## config.mk

```make
export PLATFORM = sky130hd
export DESIGN_NAME = portrait_ctrl
export DESIGN_NICKNAME = d
export VERILOG_FILES = /design/src/rtl/portrait_ctrl.sv
export SDC_FILE = /design/constraint.sdc
export NUM_CORES = 1
export LEC_CHECK = 0
export ABC_AREA = 1
export CAP_MARGIN = 25
export CORE_MARGIN = 3
export CORE_UTILIZATION = 56
export DETAILED_ROUTE_END_ITERATION = 12
export HOLD_SLACK_MARGIN = 0.02
export PLACE_DENSITY = 0.85
export SETUP_SLACK_MARGIN = 0.3
export SLEW_MARGIN = 20
export SYNTH_ARGS = -nofsm -noshare
export SYNTH_HDL_FRONTEND = slang
export SYNTH_SLANG_ARGS = --single-unit
```

## constraint.sdc

```tcl
create_clock -name Clk -period 4.6 [get_ports Clk]
set_input_delay 0.69 -clock Clk [delete_from_list [all_inputs] [get_ports Clk]]
set_output_delay 0.69 -clock Clk [all_outputs]
set_load 0.02 [all_outputs]
```

## src/rtl/portrait_ctrl.sv

```systemverilog
// Portrait sequencer: slides a portrait in, holds it for N frame ticks, slides it out.
// ack/done are same-cycle pulses; req is ignored (not queued) while a sequence is active.
module portrait_ctrl #(
   parameter int SCREEN_H   = 480,
   parameter int PORTRAIT_H = 160,
   parameter int STEP       = 8
) (
   input  logic       Clk,
   input  logic       Reset,
   input  logic       frame_clk,
   input  logic       req,
   input  logic [1:0] req_id,
   input  logic [7:0] hold_frames,
   input  logic       cancel,
   output logic       ack,
   output logic       done,
   output logic       busy,
   output logic       portrait_en,
   output logic [1:0] portrait_sel,
   output logic [9:0] y_start
);
   localparam logic [9:0] Y_OFF      = 10'(SCREEN_H);
   localparam logic [9:0] Y_ON       = 10'(SCREEN_H - PORTRAIT_H);
   localparam logic [9:0] Y_STEP     = 10'(STEP);
   // Last positions from which a single step lands on (or past) the end stop.
   localparam logic [9:0] Y_IN_LAST  = 10'(SCREEN_H - PORTRAIT_H + STEP);
   localparam logic [9:0] Y_OUT_LAST = 10'(SCREEN_H - STEP);

   typedef enum logic [1:0] {IDLE, SLIDE_IN, HOLD, SLIDE_OUT} state_t;

   state_t     state, state_nxt;
   logic       frame_clk_q;
   logic       tick;
   logic [7:0] hold_cnt, hold_cnt_nxt;
   logic [1:0] sel_nxt;
   logic [9:0] y_nxt;

   assign tick        = frame_clk & ~frame_clk_q;
   assign busy        = (state != IDLE);
   assign portrait_en = busy;

   always_ff @(posedge Clk or posedge Reset) begin
      if (Reset) begin
         state        <= IDLE;
         frame_clk_q  <= 1'b0;
         hold_cnt     <= 8'd0;
         portrait_sel <= 2'd0;
         y_start      <= Y_OFF;
      end else begin
         state        <= state_nxt;
         frame_clk_q  <= frame_clk;
         hold_cnt     <= hold_cnt_nxt;
         portrait_sel <= sel_nxt;
         y_start      <= y_nxt;
      end
   end

   always_comb begin
      state_nxt    = state;
      hold_cnt_nxt = hold_cnt;
      sel_nxt      = portrait_sel;
      y_nxt        = y_start;
      ack          = 1'b0;
      done         = 1'b0;
      case (state)
         IDLE: begin
            if (req) begin
               ack          = 1'b1;
               sel_nxt      = req_id;
               hold_cnt_nxt = (hold_frames == 8'd0) ? 8'd1 : hold_frames;
               state_nxt    = SLIDE_IN;
            end
         end
         SLIDE_IN: begin
            // cancel wins over a coincident tick: retreat from where we are
            if (cancel) begin
               state_nxt = SLIDE_OUT;
            end else if (tick) begin
               if (y_start <= Y_IN_LAST) begin
                  y_nxt     = Y_ON;
                  state_nxt = HOLD;
               end else begin
                  y_nxt = y_start - Y_STEP;
               end
            end
         end
         HOLD: begin
            if (cancel) begin
               state_nxt = SLIDE_OUT;
            end else if (tick) begin
               if (hold_cnt <= 8'd1) begin
                  hold_cnt_nxt = 8'd0;
                  state_nxt    = SLIDE_OUT;
               end else begin
                  hold_cnt_nxt = hold_cnt - 8'd1;
               end
            end
         end
         SLIDE_OUT: begin
            if (tick) begin
               if (y_start >= Y_OUT_LAST) begin
                  y_nxt     = Y_OFF;
                  state_nxt = IDLE;
                  done      = 1'b1;
               end else begin
                  y_nxt = y_start + Y_STEP;
               end
            end
         end
         default: state_nxt = IDLE;
      endcase
      // Pulses are combinational, so they must be masked while reset is held.
      if (Reset) begin
         ack  = 1'b0;
         done = 1'b0;
      end
   end
endmodule

```

==> results of run 1 <==
-- cell families after synthesis --
kind of cell	synth area share, %
AO/OA/AOI/OAI	11.3
XOR/XNOR	6.93
adder cells (fa/ha/maj)	6.09
buffers and inverters	13.3
flip-flops	30.7
multiplexers	1.37
other	0.228
AND/OR/NAND/NOR	30.0
-- state kept, by name (all words and copies together) (netlist names) --
| name | count |
|---|---|
| hold_cnt | 8 |
| y_start | 7 |
| portrait_sel | 2 |
| state | 2 |
| frame_clk_q | 1 |
-- metrics by stage --
stage                     utilization [%]  area (um2)
after floorplan                         -        1650
after global placement               68.2        1900
after detailed placement             68.2        1900
after CTS                            70.0        1950
after global routing                 70.0        1950
final                                70.0        1950
-- final cells by class --
class | instances | area, um2
clock buffer | 3 | 22.5
clock inverter | 1 | 30.0
fill | 237 | 833
inverter | 38 | 146
multi-input combinational | 162 | 927
sequential | 20 | 505
tap | 31 | 38.8
timing repair buffer | 28 | 278
-- power by group through the flow --
stage               Clock [uW]  Combinational [uW]  Sequential (uW)
floorplan                    0                 610              380
finish                     144                 810              369
CTS                        146                 818              370
global placement             0                 794              370
detailed placement           0                 813              372
global route               156                 909              383
-- worst max-delay path, delay by kind of cell --
family                 cells  cell delay [ns]
AO/OA/AOI/OAI              1             0.13
buffers and inverters      4             1.36
AND/OR/NAND/NOR            1             0.11
-- cell usage in the layout, fill, tap and decap left out, drive strengths merged, types with 2 or more instances in the layout --
cell type      synthesis  final
o21ai                 10     10
nand3                 15     15
inv                   37     37
dfstp                  4      4
a22oi                  4      4
nand2                 56     56
mux2                   2      2
nor2                  24     24
xor2                  10     10
nand4                  6      6
clkbuf                 0      3
dfrtp                 16     16
a21oi                 16     16
ha                     8      8
clkdlybuf4s50          0     27
xnor2                  3      3
conb                   1      3
-- final timing paths --
kind	slack [ns]	endpoint
max in group asynchronous	3.61	y_start[5]
setup reg to reg	2.74	hold_cnt[0]
hold reg to reg	0.52	portrait_sel[0]
setup / recovery	1.62	done
min in group asynchronous	0.72	hold_cnt[3]
hold / removal	0.52	portrait_sel[0]
-- routing by layer --
| metal | wire length, um | vias to the layer above | share of wire [%] |
|---|---|---|---|
| met1 | 1540 | 647 | 46 |
| met3 | 102 | 6 | 3.0 |
| met5 | 0 | - | 0 |
| li1 | - | 764 | - |
| met4 | 53 | 0 | 1.6 |
| met2 | 1650 | 20 | 49 |
==> summary.md, run 1 <==
| Metric | Value |
|---|---|
| Run status | completed |
| Most Crowded Layer GR | met2 |
| Sum of internal, switching and leakage power | around 1300 uW |
| CTS tree | yes |
| CORE AREA | roughly 2800 um2 |
| Number of H-tree levels | 1 |
| Sw Ratio | 48.1% |
| Clk pwr share | between 10% and 20% |
| Via count of the first global-routing pass | 1,301 |
| Total Nets Final | 276 |
| Tightest Hold Check Type | register to register |
| Sequential share of power | between 20% and 30% |
| Number of max-cap violations | 0 |
| Vias/cell | roughly 5.1 |
| I/O pin count | 31 |
| Worst R2R Path Depth | 9 |
| Setup TNS | 0 ns |
| Bufs on Longest Clock Path | 2 |
| Most common cell on crit path | sky130_fd_sc_hd__clkdlybuf4s50_1 |
| Wire length of the first global-routing pass | 5690 um |
| Pin count of the biggest net entering global routing | 22 |
| Post-cts sizing count | 0 |
| Area fraction of the dominant cell type after synthesis | between 20% and 30% |
| Setup CP Type | primary input to output port |
| Biggest fanout along the worst timing path | 21 |
| Crit start category | primary input |
| Site Rows | 19 |
| Count of hold buffers inserted by post-cts repair | 0 |
| Hold Violations, Final | 0 |
| RD Place Congestion | 0.876 |
| Wirelength, routed | ~3300 um |
| Final Critical Period | approximately 3.0 ns |
| Synthesis Warnings | 0 |
| Post-route DRC | 0 |
| CTS clock-pin slew for the worst setup and hold paths | 0.11 ns |
| Source-to-sink clock delay at the later pin of the worst-skew pair | 0.31 ns |
| Hold wc startpoint | portrait_sel[0] |
| Iter 0 DRT Violations | 73 |
| Hold path depth | 1 |
| PortBufs | 27 |
| Crit path capture type | output port |
| Number of nets with antenna violations after routing | 0 |
| Global-route met3 utilization | 4.75% |
| Count of inserted antenna diode cells | 0 |
| Number of standard cells in the layout, taps in and fillers out | approximately 280 |
| Share of final-layout standard cells stronger than drive strength 1 | 11.9% |
| Layout Area Growth over Synthesis | 18.5% |
| Total half-perimeter wirelength after legalization and detailed placement | 2680 um |
| GR met2 Demand/Resource | between 30% and 40% |
| Die Span X | 60.2 um |
| Async set-or-reset flop fraction in the synthesized netlist | 100% |
| Average footprint of a synthesized cell | 7.24 um2 |
| Switching power | 637 uW |
| First-pass DRT Iterations | 4 |
| Post-DR wirelength/cell | 11.8 um |
| Ranking of synthesized cells by area | sky130_fd_sc_hd__dfrtp_1 24%, sky130_fd_sc_hd__nand2_1 11%, sky130_fd_sc_hd__inv_1 7.5% |
| Die height | roughly 60 um |
| Worst path required time | 3.91 ns |
| Fraction of the cycle the final worst path needs | 64.7% |
| Total internal power | 686 uW |
| Placed Instances | 279 |
| Static leakage power | 0.000960 uW |
| Library cell contributing the largest single delay on the critical path | sky130_fd_sc_hd__clkdlybuf4s50_1 |
| Commonest register cell after synthesis | sky130_fd_sc_hd__dfrtp_1 |
| Final Slew Violations | 0 |
| Number of flops mapped to enable cells by yosys | 0 |
| Power share of the combinational group | 61.2% |
| Number of distinct library cells after synthesis | 33 |
| Antenna violations before repair | 0 |
| Max Fclk | 336 MHz |
| CTS root buffer | sky130_fd_sc_hd__clkbuf_4 |
| Cell type contributing the most total cell area after synthesis | sky130_fd_sc_hd__dfrtp_1 |
| Top cells by instance count after synthesis | 50 x sky130_fd_sc_hd__nand2_1, 33 x sky130_fd_sc_hd__inv_1, 19 x sky130_fd_sc_hd__nor2_1, 16 x sky130_fd_sc_hd__a21oi_1, 16 x sky130_fd_sc_hd__dfrtp_1 |
| Via total after detailed routing | 1,437 |
| # Post-CTS Setup Buffers | 0 |
| Power density over cell area | 679 nW/um2 |
| Worst Setup Slack post-DPL | 1.60 ns |
| Library cell with the highest instance count after synthesis | sky130_fd_sc_hd__nand2_1 |
| Final setup viols | 0 |
| Global Route met1 Usage | between 20% and 30% |
| Sequential cell area fraction in the yosys report | a little under a third |
| Post-Route Hold Slack | about 0.52 ns |
| Overall Global Routing Usage | 20.6% |
| Least setup slack across all paths after layout | 1.62 ns |
| Post-synthesis cell area | 1640 um2 |
| Total of flip-flops plus latches after synthesis | 20 |
| Sink Count | 20 |
| Startpoint of the worst-slack reg-to-reg timing path | state[0] |
| Launching element of the worst setup path | Reset |
| Fin Clk Skew | ~0.0085 ns |
| Initial cell density of the core | 59.1% |
| Cell-by-cell listing of the critical path | clkdlybuf4s50_1 -> inv_1 -> buf_4 -> nand3_1 -> a21oi_1 -> clkdlybuf4s50_1 |
| Number of instances in the synthesized netlist | between 200 and 250 |
| Largest stage delay on the critical path | roughly 0.62 ns |
| Die footprint | 3620 um2 |
| Remaining global-route overflow | 0 |
| Peak supply drop | 0.000487 V |
| RSZ-0062 raised after global routing | no |
| Data arrival time at the worst-slack endpoint | 2.29 ns |
| Number of CTS-inserted buffers | 3 |
No activity file was read; power rests on OpenSTA's default activity.
==> run 2, diff against run 1 <==
--- a/config.mk
+++ b/config.mk
@@ -8,10 +8,10 @@
 export ABC_AREA = 1
 export CAP_MARGIN = 25
 export CORE_MARGIN = 3
-export CORE_UTILIZATION = 56
+export CORE_UTILIZATION = 52
 export DETAILED_ROUTE_END_ITERATION = 12
 export HOLD_SLACK_MARGIN = 0.02
-export PLACE_DENSITY = 0.85
+export PLACE_DENSITY = 0.8
 export SETUP_SLACK_MARGIN = 0.3
 export SLEW_MARGIN = 20
 export SYNTH_ARGS = -nofsm -noshare
==> constraint.sdc (replaced) <==
create_clock -name Clk -period 2.8 [get_ports Clk]
set_input_delay 0.42 -clock Clk [delete_from_list [all_inputs] [get_ports Clk]]
set_output_delay 0.42 -clock Clk [all_outputs]
set_load 0.02 [all_outputs]
==> summary.md, run 2 (same netlist as run 1, synthesis figures left out) <==
| Metric | Value |
|---|---|
| Run status | completed |
| Library cell contributing the largest single delay on the critical path | sky130_fd_sc_hd__clkdlybuf4s50_1 |
| Worst R2R Path Depth | 9 (unchanged) |
| Via count of the first global-routing pass | 1,366 (+5.0%) |
| RD Place Congestion | 0.870 (-0.62%) |
| First-pass DRT Iterations | 4 (unchanged) |
| Switching power | 1050 uW (+64%) |
| Via total after detailed routing | 1,461 (+1.7%) |
| Post-Route Hold Slack | 0.510 ns (-0.00700 ns) |
| Sink Count | 20 (unchanged) |
| Total internal power | 1130 uW (+65%) |
| Combined area of the multi-input logic cells | 930 um2 (+0.27%) |
| Setup CP Type | register to output port |
| Die footprint | 3870 um2 (+6.9%) |
| Overall Global Routing Usage | 19.2% (-1.4 points) |
| Sw Ratio | 48.1% (-0.085 points) |
| Number of nets with antenna violations after routing | 0 (unchanged) |
| Power share of the combinational group | 60.8% (-0.4 points) |
| Sum of internal, switching and leakage power | 2180 uW (+64%) |
| Number of H-tree levels | 1 (unchanged) |
| Registers with the highest flip-flop counts | hold_cnt: 8 flops, y_start: 7 flops |
| Max Fclk | 416 MHz |
| Util after Layout | 68.4% (-1.6 points) |
| Site Rows | 19 (unchanged) |
| Clk pwr share | 11.1% (+0.2 points) |
| Count of inserted antenna diode cells | 0 (unchanged) |
| Static leakage power | 0.000976 uW (+1.7%) |
| Remaining global-route overflow | 0 (unchanged) |
| Total Nets Final | 276 (unchanged) |
| Worst flop-to-flop path endpoint | hold_cnt[0] |
| Source-to-sink clock delay at the later pin of the worst-skew pair | 0.31 ns (about the same) |
| Power density over cell area | 1110 nW/um2 (+63%) |
| Number of flip-flops in the largest register | 8 (unchanged) |
| Wirelength, routed | 3400 um (+1.6%) |
| Vias/cell | 4.97 (-2.1%) |
| Area of all sequential standard cells | 507 um2 (+0.25%) |
| Launching element of the worst setup path | state[0] |
| Worst setup endpoint | ack |
| Final setup viols | 0 (unchanged) |
| Post-DR wirelength/cell | 11.6 um (-2.2%) |
| Iter 0 DRT Violations | 79 (+8.2%) |
| Reg2Reg Setup Slack | 0.95 ns (-1.79 ns) |
| Number of CTS-inserted buffers | 3 (unchanged) |
| Largest stage delay on the critical path | 0.61 ns (about the same) |
| Cell-by-cell listing of the critical path | inv_1 -> ha_1 -> nand2_1 -> nor2_1 -> clkdlybuf4s50_1 |
| CTS clock-pin slew for the worst setup and hold paths | 0.12 ns (about the same) |
| Peak supply drop | 0.000499 V (+2.4%) |
| Filler instances | 262 (+11%) |
| Final Slew Violations | 0 (unchanged) |
| Register with the most flip-flops | hold_cnt |
| Number of max-cap violations | 0 (unchanged) |
| Wire length of the first global-routing pass | 6220 um (+9.2%) |
| Data arrival time at the worst-slack endpoint | 1.98 ns (-0.31 ns) |
| CTS root buffer | sky130_fd_sc_hd__clkbuf_4 |
| Hold Violations, Final | 0 (unchanged) |
| Least setup slack across all paths after layout | 0.398 ns (-1.22 ns) |
| Startpoint of the worst-slack reg-to-reg timing path | state[0] |
| Tightest Hold Check Type | primary input to async pin |
| Post-route DRC | 0 (unchanged) |
| Layout Area Growth over Synthesis | 19.7% |
| Sequential share of power | 28.1% (+0.2 points) |
| Crit path capture type | output port |
| PortBufs | 27 (unchanged) |
| Initial cell density of the core | 57.2% (-2.0 points) |
| Die height | 62.2 um (+3.4%) |
| RSZ-0062 raised after global routing | no |
| Total half-perimeter wirelength after legalization and detailed placement | 2640 um (-1.6%) |
| Fin Clk Skew | 0.00298 ns (-0.00554 ns) |
| Antenna violations before repair | 0 (unchanged) |
| Worst Setup Slack post-DPL | 0.421 ns (-1.18 ns) |
| # Post-CTS Setup Buffers | 0 (unchanged) |
| Bufs on Longest Clock Path | 2 (unchanged) |
| Biggest fanout along the worst timing path | 4 (-81%) |
| CORE AREA | 2880 um2 (+3.4%) |
| I/O pin count | 31 (unchanged) |
| Fraction of the cycle the final worst path needs | 85.8% |
| CTS tree | yes |
| Setup TNS | 0 ns (unchanged) |
| Worst path required time | 2.38 ns (-1.53 ns) |
| Share of final-layout standard cells stronger than drive strength 1 | 12.7% (+0.79 points) |
| Final Critical Period | 2.40 ns |
| Crit start category | register |
| Die Span X | 62.2 um (+3.4%) |
| Commonest cells after routing, fill and taps aside | 50 x sky130_fd_sc_hd__nand2_1, 33 x sky130_fd_sc_hd__inv_1, 26 x sky130_fd_sc_hd__clkdlybuf4s50_1 |
| Most common cell after layout, fill and taps aside | sky130_fd_sc_hd__nand2_1 |
| Pin count of the biggest net entering global routing | 21 (-4.5%) |
-- run 2: cell count changes in the layout (fill, tap and decap cells not counted) --
cell,change
sky130_fd_sc_hd__clkdlybuf4s50_1,-1
sky130_fd_sc_hd__dfrtp_1,-1
sky130_fd_sc_hd__dfrtp_2,+1
sky130_fd_sc_hd__dlymetal6s2s_1,+1
sky130_fd_sc_hd__ha_1,-1
sky130_fd_sc_hd__ha_2,+1
-- run 2: how the worst min path moves through the flow --
| stage | startpoint | endpoint | depth (start not counted) |
|---|---|---|---|
| 3_5_place_dp | portrait_sel[0] | portrait_sel[0] | 1 |
| 4_1_cts | Reset | frame_clk_q | 3 |
| 3_3_place_gp | portrait_sel[0] | portrait_sel[0] | 1 |
| 5_1_grt | Reset | frame_clk_q | 3 |
| 6_report | Reset | frame_clk_q | 3 |
| 2_1_floorplan | Reset | frame_clk_q | 1 |
-- run 2: final cells by class --
class / instances / area share, %
clock buffer: 3 / 1.14
tap: 42 / 2.67
sequential: 20 / 25.7
clock inverter: 1 / 1.53
timing repair buffer: 28 / 14.2
inverter: 38 / 7.44
multi-input combinational: 162 / 47.2
-- run 2: per-stage QoR --
stage,area [um2],std cells
finish,1970,294
global route,1970,294
global placement,1910,290
floorplan,1650,229
detailed placement,1910,290
CTS,1960,294
-- run 2: worst max-delay path, delay by kind of cell (launching register included) --
family	cells	cell delay, ns
buffers and inverters	2	0.74
flip-flops	1	0.44
AND/OR/NAND/NOR	2	0.25
adder cells (fa/ha/maj)	1	0.24
-- run 2: power by group through the flow --
stage               Combinational [uW]  Clock [uW]  Sequential [uW]
global placement                  1300           0              607
finish                            1320         242              611
detailed placement                1320           0              613
global route                      1510         266              639
floorplan                         1000           0              624
CTS                               1330         250              607
-- run 2: repair_timing --
| item | 4_1_cts | 5_1_grt |
|---|---|---|
| hold buffers | 0 | 0 |
| gates resized for setup | 0 | 3 |
| endpoints found under the setup margin | 0 | 1 |
-- run 2: routing by layer --
metal  track usage, %  wire length, um
met1             28.8             1690
met2             27.4             1430
met3             2.52              219
met4             8.29               60
met5                0                0
==> run 3, diff against run 2 <==
--- a/config.mk
+++ b/config.mk
@@ -11,7 +11,7 @@
 export CORE_UTILIZATION = 52
 export DETAILED_ROUTE_END_ITERATION = 12
 export HOLD_SLACK_MARGIN = 0.02
-export PLACE_DENSITY = 0.8
+export PLACE_DENSITY = 0.78
 export SETUP_SLACK_MARGIN = 0.3
 export SLEW_MARGIN = 20
 export SYNTH_ARGS = -nofsm -noshare
==> summary.md, run 3 (same netlist as run 1, synthesis figures left out) <==
| Metric | Value |
|---|---|
| Run status | completed |
| Util after Layout | 67.6% (-0.87 points) |
| Final Critical Period | 2.24 ns (-0.165 ns) |
| Hold Violations, Final | 0 (unchanged) |
| Die Span X | 62.2 um (unchanged) |
| RSZ-0062 raised after global routing | no |
| Worst flop-to-flop path endpoint | hold_cnt[0] |
| Post-cts sizing count | 0 (unchanged) |
| Crit path capture type | output port |
| Peak supply drop | 0.000628 V (+26%) |
| Share of final-layout standard cells stronger than drive strength 1 | 12.3% (-0.40 points) |
| Worst path required time | 2.38 ns (about the same) |
| Pin count of the biggest net entering global routing | 21 (unchanged) |
| Number of CTS-inserted buffers | 3 (unchanged) |
| Commonest cells after routing, fill and taps aside | 50 x sky130_fd_sc_hd__nand2_1, 33 x sky130_fd_sc_hd__inv_1, 25 x sky130_fd_sc_hd__clkdlybuf4s50_1 |
| Count of inserted antenna diode cells | 0 (unchanged) |
| Crit path depth | 4 (-1) |
| Worst R2R Path Depth | 9 (unchanged) |
| First-pass DRT Iterations | 4 (unchanged) |
| CTS root buffer | sky130_fd_sc_hd__clkbuf_4 |
| Initial cell density of the core | 57.2% (unchanged) |
| I/O pin count | 31 (unchanged) |
| Reg2Reg Setup Slack | 0.93 ns (-0.02 ns) |
| Number of flip-flops in the largest register | 8 (unchanged) |
| RD Place Congestion | 0.852 (-2.1%) |
| Count of hold buffers inserted by post-cts repair | 0 (unchanged) |
| Number of H-tree levels | 1 (unchanged) |
| CTS clock-pin slew for the worst setup and hold paths | 0.12 ns (about the same) |
| Combined area of the multi-input logic cells | 927 um2 (-0.27%) |
| Post-Route Hold Slack | 0.520 ns (+0.00996 ns) |
| Cell family with most CP delay | buffers and inverters |
| Wirelength, routed | 3380 um (-0.44%) |
| Layout Area Growth over Synthesis | 18.2% |
| Number of standard cells in the layout, taps in and fillers out | 294 (unchanged) |
| Area of all sequential standard cells | 508 um2 (+0.25%) |
| Number of nets with antenna violations after routing | 0 (unchanged) |
| Via count of the first global-routing pass | 1,378 (+0.88%) |
| Wire length of the first global-routing pass | 6070 um (-2.4%) |
| Die footprint | 3870 um2 (unchanged) |
| # Post-CTS Setup Buffers | 0 (unchanged) |
| Overall Global Routing Usage | 18.9% (-0.32 points) |
| Total half-perimeter wirelength after legalization and detailed placement | 2640 um (-0.13%) |
| Most common cell after layout, fill and taps aside | sky130_fd_sc_hd__nand2_1 |
| PortBufs | 27 (unchanged) |
| Post-DR wirelength/cell | 11.5 um (-0.44%) |
| Tightest Hold Check Type | register to register |
| Bufs on Longest Clock Path | 2 (unchanged) |
| Die height | 62.2 um (unchanged) |
| Fin Clk Skew | 0.00371 ns (+0.000726 ns) |
| Data arrival time at the worst-slack endpoint | 1.82 ns (-0.16 ns) |
| Worst setup endpoint | busy |
| Number of max-cap violations | 0 (unchanged) |
| Register with the most flip-flops | hold_cnt |
| Via total after detailed routing | 1,470 (+0.62%) |
| Crit start category | register |
| CTS tree | yes |
| Power density over cell area | 1080 nW/um2 (-2.7%) |
| Critical path buffer and inverter count | 3 (+1) |
| Biggest fanout along the worst timing path | 4 (unchanged) |
| Antenna violations before repair | 0 (unchanged) |
| Largest stage delay on the critical path | 0.61 ns (about the same) |
| Cell-by-cell listing of the critical path | inv_1 -> ha_1 -> inv_1 -> clkdlybuf4s50_1 |
| CORE AREA | 2880 um2 (unchanged) |
| Launching element of the worst setup path | state[0] |
| Filler instances | 258 (-1.5%) |
| Registers with the highest flip-flop counts | hold_cnt: 8 flops, y_start: 7 flops |
| Setup CP Type | register to output port |
| Remaining global-route overflow | 0 (unchanged) |
| Static leakage power | 0.000980 uW (+0.46%) |
| Final Slew Violations | 0 (unchanged) |
| Vias/cell | 5.00 (+0.62%) |
| Sum of internal, switching and leakage power | 2090 uW (-4.0%) |
| Max Fclk | 447 MHz (+7.4%) |
| Iter 0 DRT Violations | 61 (-23%) |
| Setup TNS | 0 ns (unchanged) |
| Total Nets Final | 276 (unchanged) |
| Sink Count | 20 (unchanged) |
| Final setup viols | 0 (unchanged) |
| Source-to-sink clock delay at the later pin of the worst-skew pair | 0.30 ns (about the same) |
| Fraction of the cycle the final worst path needs | 79.9% (-5.9 points) |
| Library cell contributing the largest single delay on the critical path | sky130_fd_sc_hd__clkdlybuf4s50_1 |
| Startpoint of the worst-slack reg-to-reg timing path | state[0] |
| Most common cell on crit path | sky130_fd_sc_hd__inv_1 |
| Post-route DRC | 0 (unchanged) |
| Placed Instances | 290 (unchanged) |
| Site Rows | 19 (unchanged) |
[run 3: power breakdown]
part           switching (uW)  internal (uW)
Combinational             792            540
Sequential                164            445
Clock                    92.3           55.6
Total                    1050           1040
[run 3: layer usage]
layer	part of all wire (%)	global-route usage (%)	vias up	routed length [um]
met4	1.0	4.97	0	34
met5	0	0	-	0
met3	4.8	3.42	5	164
li1	-	-	761	-
met2	44	29.0	39	1490
met1	50	27.4	665	1690
[run 3: cell type report]
type | count | share of cell area (%)
Clock buffer | 4 | 1.35
Inverter | 38 | 7.53
Multi-Input combinational cell | 162 | 47.7
Sequential cell | 20 | 26.1
Tap cell | 42 | 2.70
Timing Repair Buffer | 28 | 14.6
[run 3: worst reg2reg max path, delay by kind of cell, from the launching register on]
family / cells / cell delay (ns)
DFF: 1 / 0.43
and+or+nand+nor: 3 / 0.57
adders and majority gates: 1 / 0.25
AOI/OAI and AO/OA: 2 / 0.11
buffers and inverters: 3 / 0.41
[run 3: how the worst min path moves through the flow]
stage               startpoint              end  slack (ns)  depth (start not counted)
6_report       portrait_sel[0]  portrait_sel[0]        0.52                          1
5_1_grt        portrait_sel[0]  portrait_sel[0]        0.54                          1
4_1_cts        portrait_sel[0]  portrait_sel[0]        0.52                          1
3_5_place_dp   portrait_sel[0]  portrait_sel[0]        0.50                          1
3_3_place_gp   portrait_sel[0]  portrait_sel[0]        0.49                          1
2_1_floorplan            Reset      frame_clk_q        0.39                          1
[run 3: per-stage QoR]
| step | instance area [um2] | worst slack, ns |
|---|---|---|
| floorplan | 1650 | 1.02 |
| global placement | 1910 | 0.454 |
| detailed placement | 1910 | 0.450 |
| CTS | 1940 | 0.344 |
| global route | 1940 | 0.456 |
| finish | 1940 | 0.563 |
